`src/rtl/div_seq_param.sv`:
```
// Radix-2 restoring divider, one quotient bit per clock, start/busy/done handshake.
// Optional signed operation is enabled by defining DIV_SIGNED_EN (adds the signed_op port).
module div_seq_param #(
  parameter int DW = 32,
  parameter int VW = 16
) (
  input  logic          clk,
  input  logic          reset,
  input  logic          start,
  input  logic [DW-1:0] a,
  input  logic [VW-1:0] b,
`ifdef DIV_SIGNED_EN
  input  logic          signed_op,
`endif
  output logic [DW-1:0] q,
  output logic [VW-1:0] r,
  output logic          busy,
  output logic          done,
  output logic          div_zero
);

  // Handshake: start is accepted on a rising edge only while busy==0; busy is high
  // from the cycle after accept through the done cycle; done pulses for one cycle and
  // q/r/div_zero are valid from that cycle until the next accepted start.

  localparam int CW = $clog2(DW);

  typedef enum logic [1:0] {
    IDLE = 2'd0,
    RUN  = 2'd1,
    FIN  = 2'd2
  } state_t;

  state_t        state_q, state_d;
  logic [CW-1:0] cnt_q, cnt_d;
  logic [VW:0]   rem_q, rem_d;
  logic [DW-1:0] dvd_q, dvd_d;
  logic [VW-1:0] dvs_q, dvs_d;
  logic [DW-1:0] q_q, q_d;
  logic [VW-1:0] r_q, r_d;
  logic          dz_q, dz_d;
  logic          busy_q, busy_d;
  logic          done_q, done_d;
`ifdef DIV_SIGNED_EN
  logic          qneg_q, qneg_d;
  logic          rneg_q, rneg_d;
`endif

  logic [DW-1:0] a_mag;
  logic [VW-1:0] b_mag;
  logic [VW+1:0] trial;
  logic          q_bit;
  logic [VW:0]   rem_nxt;
  logic [DW-1:0] quo_nxt;
  logic [DW-1:0] q_fin;
  logic [VW-1:0] r_fin;

  // Operand magnitudes; the unsigned build passes operands straight through.
  always_comb begin
    a_mag = a;
    b_mag = b;
`ifdef DIV_SIGNED_EN
    if (signed_op && a[DW-1]) a_mag = -a;
    if (signed_op && b[VW-1]) b_mag = -b;
`endif
  end

  // One restoring step; the trial is one bit wider so its sign is unambiguous.
  always_comb begin
    trial   = {rem_q, dvd_q[DW-1]} - {2'b00, dvs_q};
    q_bit   = ~trial[VW+1];
    rem_nxt = q_bit ? trial[VW:0] : {rem_q[VW-1:0], dvd_q[DW-1]};
    quo_nxt = {dvd_q[DW-2:0], q_bit};
    q_fin   = quo_nxt;
    r_fin   = rem_nxt[VW-1:0];
`ifdef DIV_SIGNED_EN
    if (qneg_q) q_fin = -quo_nxt;
    if (rneg_q) r_fin = -rem_nxt[VW-1:0];
`endif
  end

  always_comb begin
    state_d = state_q;
    cnt_d   = cnt_q;
    rem_d   = rem_q;
    dvd_d   = dvd_q;
    dvs_d   = dvs_q;
    q_d     = q_q;
    r_d     = r_q;
    dz_d    = dz_q;
`ifdef DIV_SIGNED_EN
    qneg_d  = qneg_q;
    rneg_d  = rneg_q;
`endif
    case (state_q)
      IDLE: begin
        if (start) begin
          dvd_d = a_mag;
          dvs_d = b_mag;
          rem_d = '0;
          cnt_d = CW'(DW - 1);
`ifdef DIV_SIGNED_EN
          qneg_d = signed_op & (a[DW-1] ^ b[VW-1]);
          rneg_d = signed_op & a[DW-1];
`endif
          if (b == '0) begin
            // Divide by zero skips the iteration entirely.
            state_d = FIN;
            q_d     = '1;
            r_d     = a[VW-1:0];
            dz_d    = 1'b1;
          end else begin
            state_d = RUN;
          end
        end
      end
      RUN: begin
        rem_d = rem_nxt;
        dvd_d = quo_nxt;
        if (cnt_q == '0) begin
          state_d = FIN;
          q_d     = q_fin;
          r_d     = r_fin;
          dz_d    = 1'b0;
        end else begin
          cnt_d = cnt_q - CW'(1);
        end
      end
      FIN:     state_d = IDLE;
      default: state_d = IDLE;
    endcase
    busy_d = (state_d != IDLE);
    done_d = (state_d == FIN);
  end

  always_ff @(posedge clk or posedge reset) begin
    if (reset) begin
      state_q <= IDLE;
      cnt_q   <= '0;
      rem_q   <= '0;
      dvd_q   <= '0;
      dvs_q   <= '0;
      q_q     <= '0;
      r_q     <= '0;
      dz_q    <= 1'b0;
      busy_q  <= 1'b0;
      done_q  <= 1'b0;
`ifdef DIV_SIGNED_EN
      qneg_q  <= 1'b0;
      rneg_q  <= 1'b0;
`endif
    end else begin
      state_q <= state_d;
      cnt_q   <= cnt_d;
      rem_q   <= rem_d;
      dvd_q   <= dvd_d;
      dvs_q   <= dvs_d;
      q_q     <= q_d;
      r_q     <= r_d;
      dz_q    <= dz_d;
      busy_q  <= busy_d;
      done_q  <= done_d;
`ifdef DIV_SIGNED_EN
      qneg_q  <= qneg_d;
      rneg_q  <= rneg_d;
`endif
    end
  end

  assign q        = q_q;
  assign r        = r_q;
  assign busy     = busy_q;
  assign done     = done_q;
  assign div_zero = dz_q;

endmodule

```
`config.mk`:
```
export PLATFORM = sky130hd
export DESIGN_NAME = div_seq_param
export DESIGN_NICKNAME = d
export VERILOG_FILES = /design/src/rtl/div_seq_param.sv
export SDC_FILE = /design/constraint.sdc
export NUM_CORES = 1
export LEC_CHECK = 0
export ABC_AREA = 0
export BUFFER_PORTS_ARGS = -buffer_cell sky130_fd_sc_hd__buf_2
export CORE_MARGIN = 2
export CORE_UTILIZATION = 30
export CTS_CLUSTER_SIZE = 28
export DETAILED_ROUTE_END_ITERATION = 6
export PLACE_DENSITY = 0.58
export SETUP_SLACK_MARGIN = 0.1
export SLEW_MARGIN = 20
export SYNTH_ARGS = -nofsm -noshare
export SYNTH_HDL_FRONTEND = slang
export SYNTH_SLANG_ARGS = --single-unit
```
`constraint.sdc`:
```
create_clock -name clk -period 4.4 [get_ports clk]
set_clock_uncertainty 0.15 [all_clocks]
set_input_delay 0.22 -clock clk [delete_from_list [all_inputs] [get_ports clk]]
set_output_delay 0.22 -clock clk [all_outputs]
set_load 0.005 [all_outputs]
```
==> results of run 1 <==
[cells in the final DEF (no fill, tap or decap), types with 3 or more instances in the layout]
| cell type | n |
|---|---|
| nand2_1 | 147 |
| inv_1 | 29 |
| xor2_1 | 5 |
| mux2i_1 | 11 |
| nor4_1 | 6 |
| a211oi_1 | 3 |
| o21ai_0 | 86 |
| dlygate4sd3_1 | 50 |
| o211ai_1 | 3 |
| buf_4 | 10 |
| buf_2 | 101 |
| bufinv_16 | 3 |
| nor3_1 | 6 |
| dfrtp_1 | 123 |
| a21o_1 | 9 |
| nor2_1 | 53 |
| ha_1 | 17 |
| clkinv_2 | 4 |
| clkbuf_16 | 17 |
| a21oi_1 | 33 |
| nand4_1 | 4 |
| and3_1 | 14 |
| or3_1 | 3 |
| a31oi_1 | 36 |
| nand3_1 | 4 |
| xnor2_1 | 7 |
[per-layer routing]
layer / track usage / vias up / routed length, um
li1: - / 2571 / -
met1: 0.239 / 2389 / 8360
met2: 0.229 / 118 / 6770
met3: 0.0404 / 18 / 770
met4: 0.0506 / 0 / 225
met5: 0 / - / 0
[stage by stage]
stage	worst slack, ps	power (mW)
final	1220	6.81
after global routing	927	7.42
after CTS	1210	6.83
after detailed placement	1210	5.35
after global placement	1280	5.30
after floorplan	759	4.34
[where the power goes]
part | total [mW] | switching [mW] | leakage [nW] | internal [mW]
clock network | 1.42 | 0.509 | 0.296 | 0.915
registers | 1.97 | 0.288 | 1.43 | 1.68
logic | 3.41 | 2.08 | 1.97 | 1.33
[critical path, stage by stage (launching register included)]
cell	delay, ps
dfrtp_1	390
ha_1	360
o21ai_1	180
a21oi_2	80
a31oi_1	280
a211oi_1	160
a211oi_4	500
buf_4	280
nand2_1	70
mux2_1	310
a221o_1	300
[flip-flops by register name, indices dropped and copies added (netlist names)]
register	count
q	32
cnt_q	5
div_zero	1
done	1
state_q	2
r	16
rem_q	17
busy	1
dvs_q	16
dvd_q	32
[path summary, 6_finish.rpt]
path / startpoint / endpoint / slack (ps) / cells past startpoint
setup / recovery: rem_q[1] / rem_q[16] / 1220 / 10
hold / removal: reset / rem_q[8] / 250 / 3
setup reg to reg: rem_q[1] / rem_q[16] / 1220 / 10
hold reg to reg: q[4] / q[4] / 320 / 2
max in group asynchronous: reset / busy / 2870 / 4
min in group clk: q[4] / q[4] / 320 / 2
[layout make-up]
type	count	area, um^2
flip-flops and latches	123	3080
inverters	30	115
well taps	265	332
multi-input cells	476	2580
clock inverters	11	144
clock buffers	20	457
repair buffers	161	1080
fillers	2001	11600
[what timing repair did]
item / CTS / global route
hold buffers: 50 / 0
setup endpoints to repair: 0 / 0
endpoints found under the hold margin: 95 / 0
resized for setup: 0 / 0
[logic make-up after synthesis]
logic type      count (synthesis)  share of synthesized area
compound gates                186                      0.182
mux                            12                     0.0205
buf+inv                        68                     0.0442
flops                         123                      0.520
fa+ha+maj                      18                     0.0393
xor+xnor                       12                     0.0178
simple gates                  248                      0.176
==> metrics, run 1 <==
final hold vios 0; fin util 0.401; Die ar. between 0.02 and 0.025 mm^2; total wire length 16,100 um; initial antenna violation count 0; VDD IR-drop max 0.309 mV; mean routed wirelength per cell 14.8 um; port bufs 101; die height 144 um; final slew viol count 0; area grow syn2layout 31.6%; H-tree levels 4; Setup TNS Final 0 ps; CTS Buf Count 17; post-synthesis net count 736; main area contributors after synthesis dfrtp_1 (52%), nand2_1 (9.3%), o21ai_0 (7.3%); Avg Synthesized Cell Area 8.87 um^2; HP Class in -> async; Worst-Skew Late Latency ~420 ps; global-route wire length before repair 25,900 um; hold_ws 247 ps; max frequency 0.315 GHz; DRT antenna net count 0; critical path startpoint category flop; Leak 3.70 nW; I/O pins 102; Worst Path Arrival around 3300 ps; largest net degree at the start of global routing 65; post-route minimum period between 3000 and 4000 ps; final setup vio count 0; Top FF cell, synth dfrtp_1; Netlist cell types 45; critical path class reg -> reg; ant diodes 0; pwr/cell area about 900 mW/mm^2; critical path fanouts, max 11; flip-flop and latch count after synthesis 123; DRC errors left 0; area share of the largest cell type after synthesis 0.520; CTS clock-pin slew for the worst setup and hold paths approximately 60 ps; setup bufs post-CTS 0; vias in the first global route slightly below 5,000; cells after synthesis between 600 and 700; Detailed Place HPWL approximately 11,000 um; via/cell ratio 4.69; drt pass-1 iters 4; max-cap viol count 0; Global Route Usage Sum 0.161; post-synthesis sequential area ratio 0.520; commonest cells in the netlist nand2_1 (147), dfrtp_1 (123), o21ai_0 (86); cell taking the most area after synthesis dfrtp_1; vias between 5,000 and 6,000; fin crit share 0.723; DP Area 0.00669 mm^2; Core Area roughly 0.019 mm^2; final instance area 0.00779 mm^2; share of cells above drive strength 1 0.183; clock sink total 123; Overflow after GRT 0; Initial Utilization 0.305; CTS root buffer clkbuf_16; worst-margin pin slew 711 ps; Post-Place Cells 1,005; YS warnings 0; RSZ-0062 raised after global routing false; Die W 144 um; Post-synth EDFFs 0; Final GP Congestion 0.836; Final nets 878; Mapped Area 0.00591 mm^2; required time of the critical path 4550 ps; status complete, no violations; cell with the most instances after synthesis nand2_1; CTS tree built; Finished Layout Cells 1,086; FP Rows 51; initial drt markers 284; Worst slew margin 0.526; Post-synth ARST share 1.00; CTS max path bufs 2; crit end category flop
Power figures use the tool's default switching activity.
==> run 2: changes to the inputs <==
clock period = 2.98 ns   (was 4.4 ns; I/O delays follow)
==> metrics, run 2 (synthesized netlist as in run 1, its figures left out) <==
status complete, no violations; global-route wire length before repair 25,500 um; DRC errors left 0; critical path class reg -> reg; met2 Use GR 0.226; vias 5,202; VDD IR-drop max 0.564 mV; Final GP Congestion ~0.9; mean routed wirelength per cell 14.5 um; port bufs 101; I/O pins 102; Global Route Usage Sum 0.158; area grow syn2layout 34.2%; Initial Utilization 0.305; worst reg2reg setup slack between 200 and 250 ps; ant diodes 0; share of cells above drive strength 1 0.198; FP Rows 51; initial antenna violation count 0; post-route minimum period 2740 ps; clock sink total 123; Worst slew margin 0.554; crit end category flop; DRT antenna net count 0; final hold vios 0; critical path startpoint category flop; CTS root buffer clkbuf_16; M1 GR Usage 0.235; drt pass-1 iters 5; FILL cells 1,979; Worst-Skew Late Latency about 420 ps; largest net degree at the start of global routing slightly above 90; worst-margin pin slew 669 ps; Die ar. 0.0209 mm^2; HP Class in -> async; vias in the first global route 4,953; pwr/cell area 1300 mW/mm^2; Detailed Place HPWL 10,700 um; final setup margin 240 ps; final slew viol count 0; CTS tree built; Worst Path Arrival 2880 ps; required time of the critical path 3120 ps; via/cell ratio about 4.8; RR Startpoint rem_q[1]; initial drt markers 355; Leak 3.73 nW; CTS clock-pin slew for the worst setup and hold paths 60 ps; Final nets 884; fin util 0.409; total power 10.3 mW; most common cell after layout, fill and taps aside nand2_1; Overflow after GRT 0; total wire length ~16,000 um; Die W 144 um; Core Area 0.0194 mm^2; Setup TNS Final 0 ps; RSZ-0062 raised after global routing true; reg-to-reg critical path endpoint rem_q[16]; CTS Buf Count 17; met3 Use GR 0.0348; fin crit share 0.919; die height between 100 and 150 um; busiest grt layer met1; max-cap viol count 0; worst reg2reg path depth 9; critical path fanouts, max 4; max frequency 0.365 GHz; DP Worst Slack 144 ps; final setup vio count 0; most frequent cells in the layout nand2_1 (147), dfrtp_1 (123), buf_2 (101), o21ai_0 (85), nor2_1 (53); H-tree levels 4; CTS max path bufs 2
run 2: changes by cell type in the layout (fill, tap and decap cells not counted), sizes merged:
| cell | delta |
|---|---|
| inv | -1 |
| clkinvlp | +6 |
| clkinv | -3 |
| buf | +5 |
run 2: layout make-up:
class,count,area (um^2),area share
clock inverter,13,166,0.0210
timing repair buffer,167,1180,0.149
multi-input combinational,476,2610,0.329
sequential,123,3080,0.388
inverter,30,116,0.0147
clock buffer,19,453,0.0571
tap,265,332,0.0418
run 2: repair_timing:
| item | CTS | global route |
|---|---|---|
| endpoints found under the setup margin | 0 | 19 |
| setup buffers | 0 | 2 |
| hold buffers | 50 | 0 |
| gates resized for setup | 0 | 7 |
| endpoints found under the hold margin | 159 | 0 |
run 2: per-stage QoR:
step | std cells | instance area (um^2) | hold WS [ps]
after global routing | 1093 | 7940 | 25.0
after CTS | 1090 | 7870 | 13.2
after global placement | 1008 | 6750 | -79.6
final | 1093 | 7940 | 27.6
after detailed placement | 1008 | 6750 | -83.9
after floorplan | 667 | 5920 | 104
run 2: worst max-delay path: stages, from the launching register on:
cell	delay, ps
dfrtp_1	400
ha_1	360
o21ai_1	100
a21oi_2	190
a31oi_1	170
a21o_1	230
a211oi_4	290
nand2_1	100
mux2_1	320
a221o_1	290
run 2: where the power goes:
part / internal (mW) / switching, mW / leakage, nW
Clock: 1.36 / 0.784 / 0.284
Sequential: 2.48 / 0.441 / 1.43
Combinational: 2.20 / 3.06 / 2.02
Total: 6.04 / 4.29 / 3.73
run 2: worst max-delay path by stage:
stage	cells after the start	startpoint	endpoint	slack (ps)
2_1_floorplan	10	rem_q[3]	rem_q[16]	360
3_3_place_gp	12	dvd_q[31]	r[14]	180
3_5_place_dp	12	dvd_q[31]	r[14]	140
4_1_cts	12	dvd_q[31]	r[14]	130
5_1_grt	9	rem_q[5]	rem_q[16]	90
6_report	9	rem_q[1]	rem_q[16]	240
run 2: routing by layer:
layer / vias to the layer above / wire length, um
li1: 2584 / -
met1: 2458 / 8180
met2: 139 / 6630
met3: 21 / 760
met4: 0 / 279
met5: - / 0
==> run 3: changes to the inputs <==
ABC_AREA = 1   (was 0)
PLACE_DENSITY = 0.59   (was 0.58)
clock period = 2.39 ns   (was 2.98 ns; I/O delays follow)
==> metrics, run 3 <==
flip-flop and latch count after synthesis 123; initial drt markers 283; Flop pwr share 0.266; critical path startpoint category flop; most common cell after layout, fill and taps aside inv_1; global-route wire length before repair slightly below 30,000 um; Psw 6.07 mW; Final nets between 1,000 and 1,500; port bufs between 100 and 150; HP Class in -> reg; Post-synth ARST share 1.00; Post-Place Cells 1,200; final hold vios 0; H-tree levels 4; Comb power frac 0.537; Hold Crit Start a[10]; Storage cell area 0.00309 mm^2; Top FF cell, synth dfrtp_1; main area contributors after synthesis dfrtp_1 (45%), inv_1 (6.9%), nand2_1 (6.9%); total wire length 18,700 um; CTS tree built; CTS root buffer clkbuf_16; Core Area ~0.022 mm^2; status complete, no violations; fin crit share 0.922; largest net degree at the start of global routing 60; crit end category flop; Avg Synthesized Cell Area 8.11 um^2; vias in the first global route ~5,600; Overflow after GRT 0; max frequency ~0.45 GHz; critical path class reg -> reg; worst-margin pin slew 611 ps; post-synthesis net count 904; pwr/cell area 1520 mW/mm^2; Leak 4.42 nW; area used by multi-input combinational logic 0.00321 mm^2; final slew viol count 0; RR Startpoint rem_q[1]; clock sink total about 120; crit-path most repeated cell nand2_1; VDD IR-drop max 0.573 mV; area share of the largest cell type after synthesis 0.454; Worst Path Arrival around 2400 ps; I/O pins 102; FILL cells 2,181; final setup vio count 0; CTS Buf Count 17; Setup TNS Final 0 ps; DRC errors left 0; die height 154 um; hold_ws 15.4 ps; initial antenna violation count 0; max-cap viol count 0; WHS Path Cells 5; Global Route Usage Sum 0.157; Die W 154 um; DP Area between 0.007 and 0.008 mm^2; critical path's top delay family simple AND/OR/NAND/NOR gates; via/cell ratio 4.61; Mapped Area 0.00678 mm^2; cell taking the most area after synthesis dfrtp_1; CP max stage delay ~450 ps; Netlist cell types 39; Post-synth EDFFs 0; area grow syn2layout 34.1%; final instance area between 0.009 and 0.01 mm^2; vias 5,948; cells after synthesis 835; crit path cell chain ha_4 -> nand2_1 -> nand2_1 -> nand2_1 -> nand2_1 -> nand2_1 -> nand3_2 -> nand2_4 -> nand2_4 -> nand2_8 -> buf_6 -> nand4_2 -> nand3_2 -> nand2_1 -> inv_1; post-synthesis sequential area ratio 0.454; Worst slew margin 0.592; Initial Utilization 0.308; required time of the critical path 2600 ps; worst reg2reg setup slack 190 ps; Final GP Congestion 0.848; Die ar. 0.0238 mm^2; cell with the most instances after synthesis inv_1; Worst-Skew Late Latency ~430 ps; DRT antenna net count 0; post-route minimum period 2200 ps; Finished Layout Cells around 1,300; CP bufs+invs 2; Sw Ratio 0.439; FP Rows 54; worst reg2reg path depth 15; RSZ-0062 raised after global routing true; Clock Power Share 0.197; ant diodes 0; CP max stage cell dfrtp_1; mean routed wirelength per cell 14.5 um; YS warnings 0; reg-to-reg critical path endpoint r[10]; Detailed Place HPWL about 13,000 um; drt pass-1 iters 5; Hold EP dvd_q[10]; commonest cells in the netlist inv_1 (125), nand2_1 (124), dfrtp_1 (123); CTS clock-pin slew for the worst setup and hold paths 60 ps; CTS max path bufs 2; critical path fanouts, max 8; internal power roughly 7.7 mW; most frequent cells in the layout inv_1 (120), nand2_1 (117), dfrtp_1 (117), nor2_1 (113), buf_2 (101); share of cells above drive strength 1 0.274
-- run 3: cell count changes in the layout (fill, tap and decap cells not counted), sizes merged, moves of 16 or more --
cell   previous run  this run
buf             116       134
nand3             4        70
nor2             53       117
o21ai            87        71
nand4             4        23
inv              30       134
-- run 3: cells by family (layout without fill, tap and decap cells) --
| logic type | after synthesis | after routing | share of synthesized area |
|---|---|---|---|
| xor gates and xnor gates | 7 | 7 | 0.00905 |
| DFF | 123 | 123 | 0.454 |
| buffers and inverters | 170 | 345 | 0.112 |
| and+or+nand+nor | 365 | 365 | 0.268 |
| AOI/OAI and AO/OA | 151 | 151 | 0.121 |
| adders and majority gates | 18 | 18 | 0.0343 |
| muxes | 1 | 1 | 0.00166 |
-- run 3: worst max-delay path by stage --
stage,startpoint,to,slack (ps),depth (start not counted)
after CTS,rem_q[3],r[10],100,13
final,rem_q[1],r[10],190,15
after floorplan,dvd_q[31],r[14],290,16
after detailed placement,dvd_q[31],r[14],60,16
after global routing,rem_q[0],r[12],60,13
after global placement,rem_q[8],r[10],80,13
-- run 3: power groups by stage --
stage                     clock [mW]  sequential [mW]  combinational [mW]
final                           2.72             3.68                7.41
after global routing            2.87             3.80                8.36
after CTS                       2.76             3.64                6.87
after detailed placement           0             3.66                6.66
after global placement             0             3.63                6.62
after floorplan                    0             3.54                4.92
-- run 3: cell type report --
class	instances	share of cell area
flip-flops and latches	123	0.340
multi-input cells	542	0.353
well taps	280	0.0386
clock buffers	17	0.0468
clock inverters	15	0.0208
repair buffers	181	0.146
inverters	132	0.0554
-- run 3: layer usage --
layer | vias to the layer above | routed length (um) | GRT usage
met1 | 2772 | 9160 | 0.215
met5 | - | 0 | 0
li1 | 3031 | - | -
met2 | 125 | 8590 | 0.249
met3 | 20 | 680 | 0.0305
met4 | 0 | 293 | 0.0538
-- run 3: tightest hold or removal path, delay by kind of cell --
kind	cells	cell delay, ps
AOI/OAI and AO/OA	2	230
and+or+nand+nor	1	60
buffers and inverters	2	140
-- run 3: per-stage QoR --
step	util	power, mW	worst slack [ps]
after detailed placement	0.346	10.3	56.7
final	0.412	13.8	186
after global placement	0.346	10.2	77.8
after floorplan	-	8.47	292
after CTS	0.397	13.3	102
after global routing	0.412	15.0	64.9
-- run 3: repair_timing --
action,CTS,global route
hold buffers,46,0
cloned,0,1
endpoints found under the hold margin,71,0
endpoints found under the setup margin,12,64
setup buffers,0,11
pin swaps,2,11
gates resized for setup,9,49
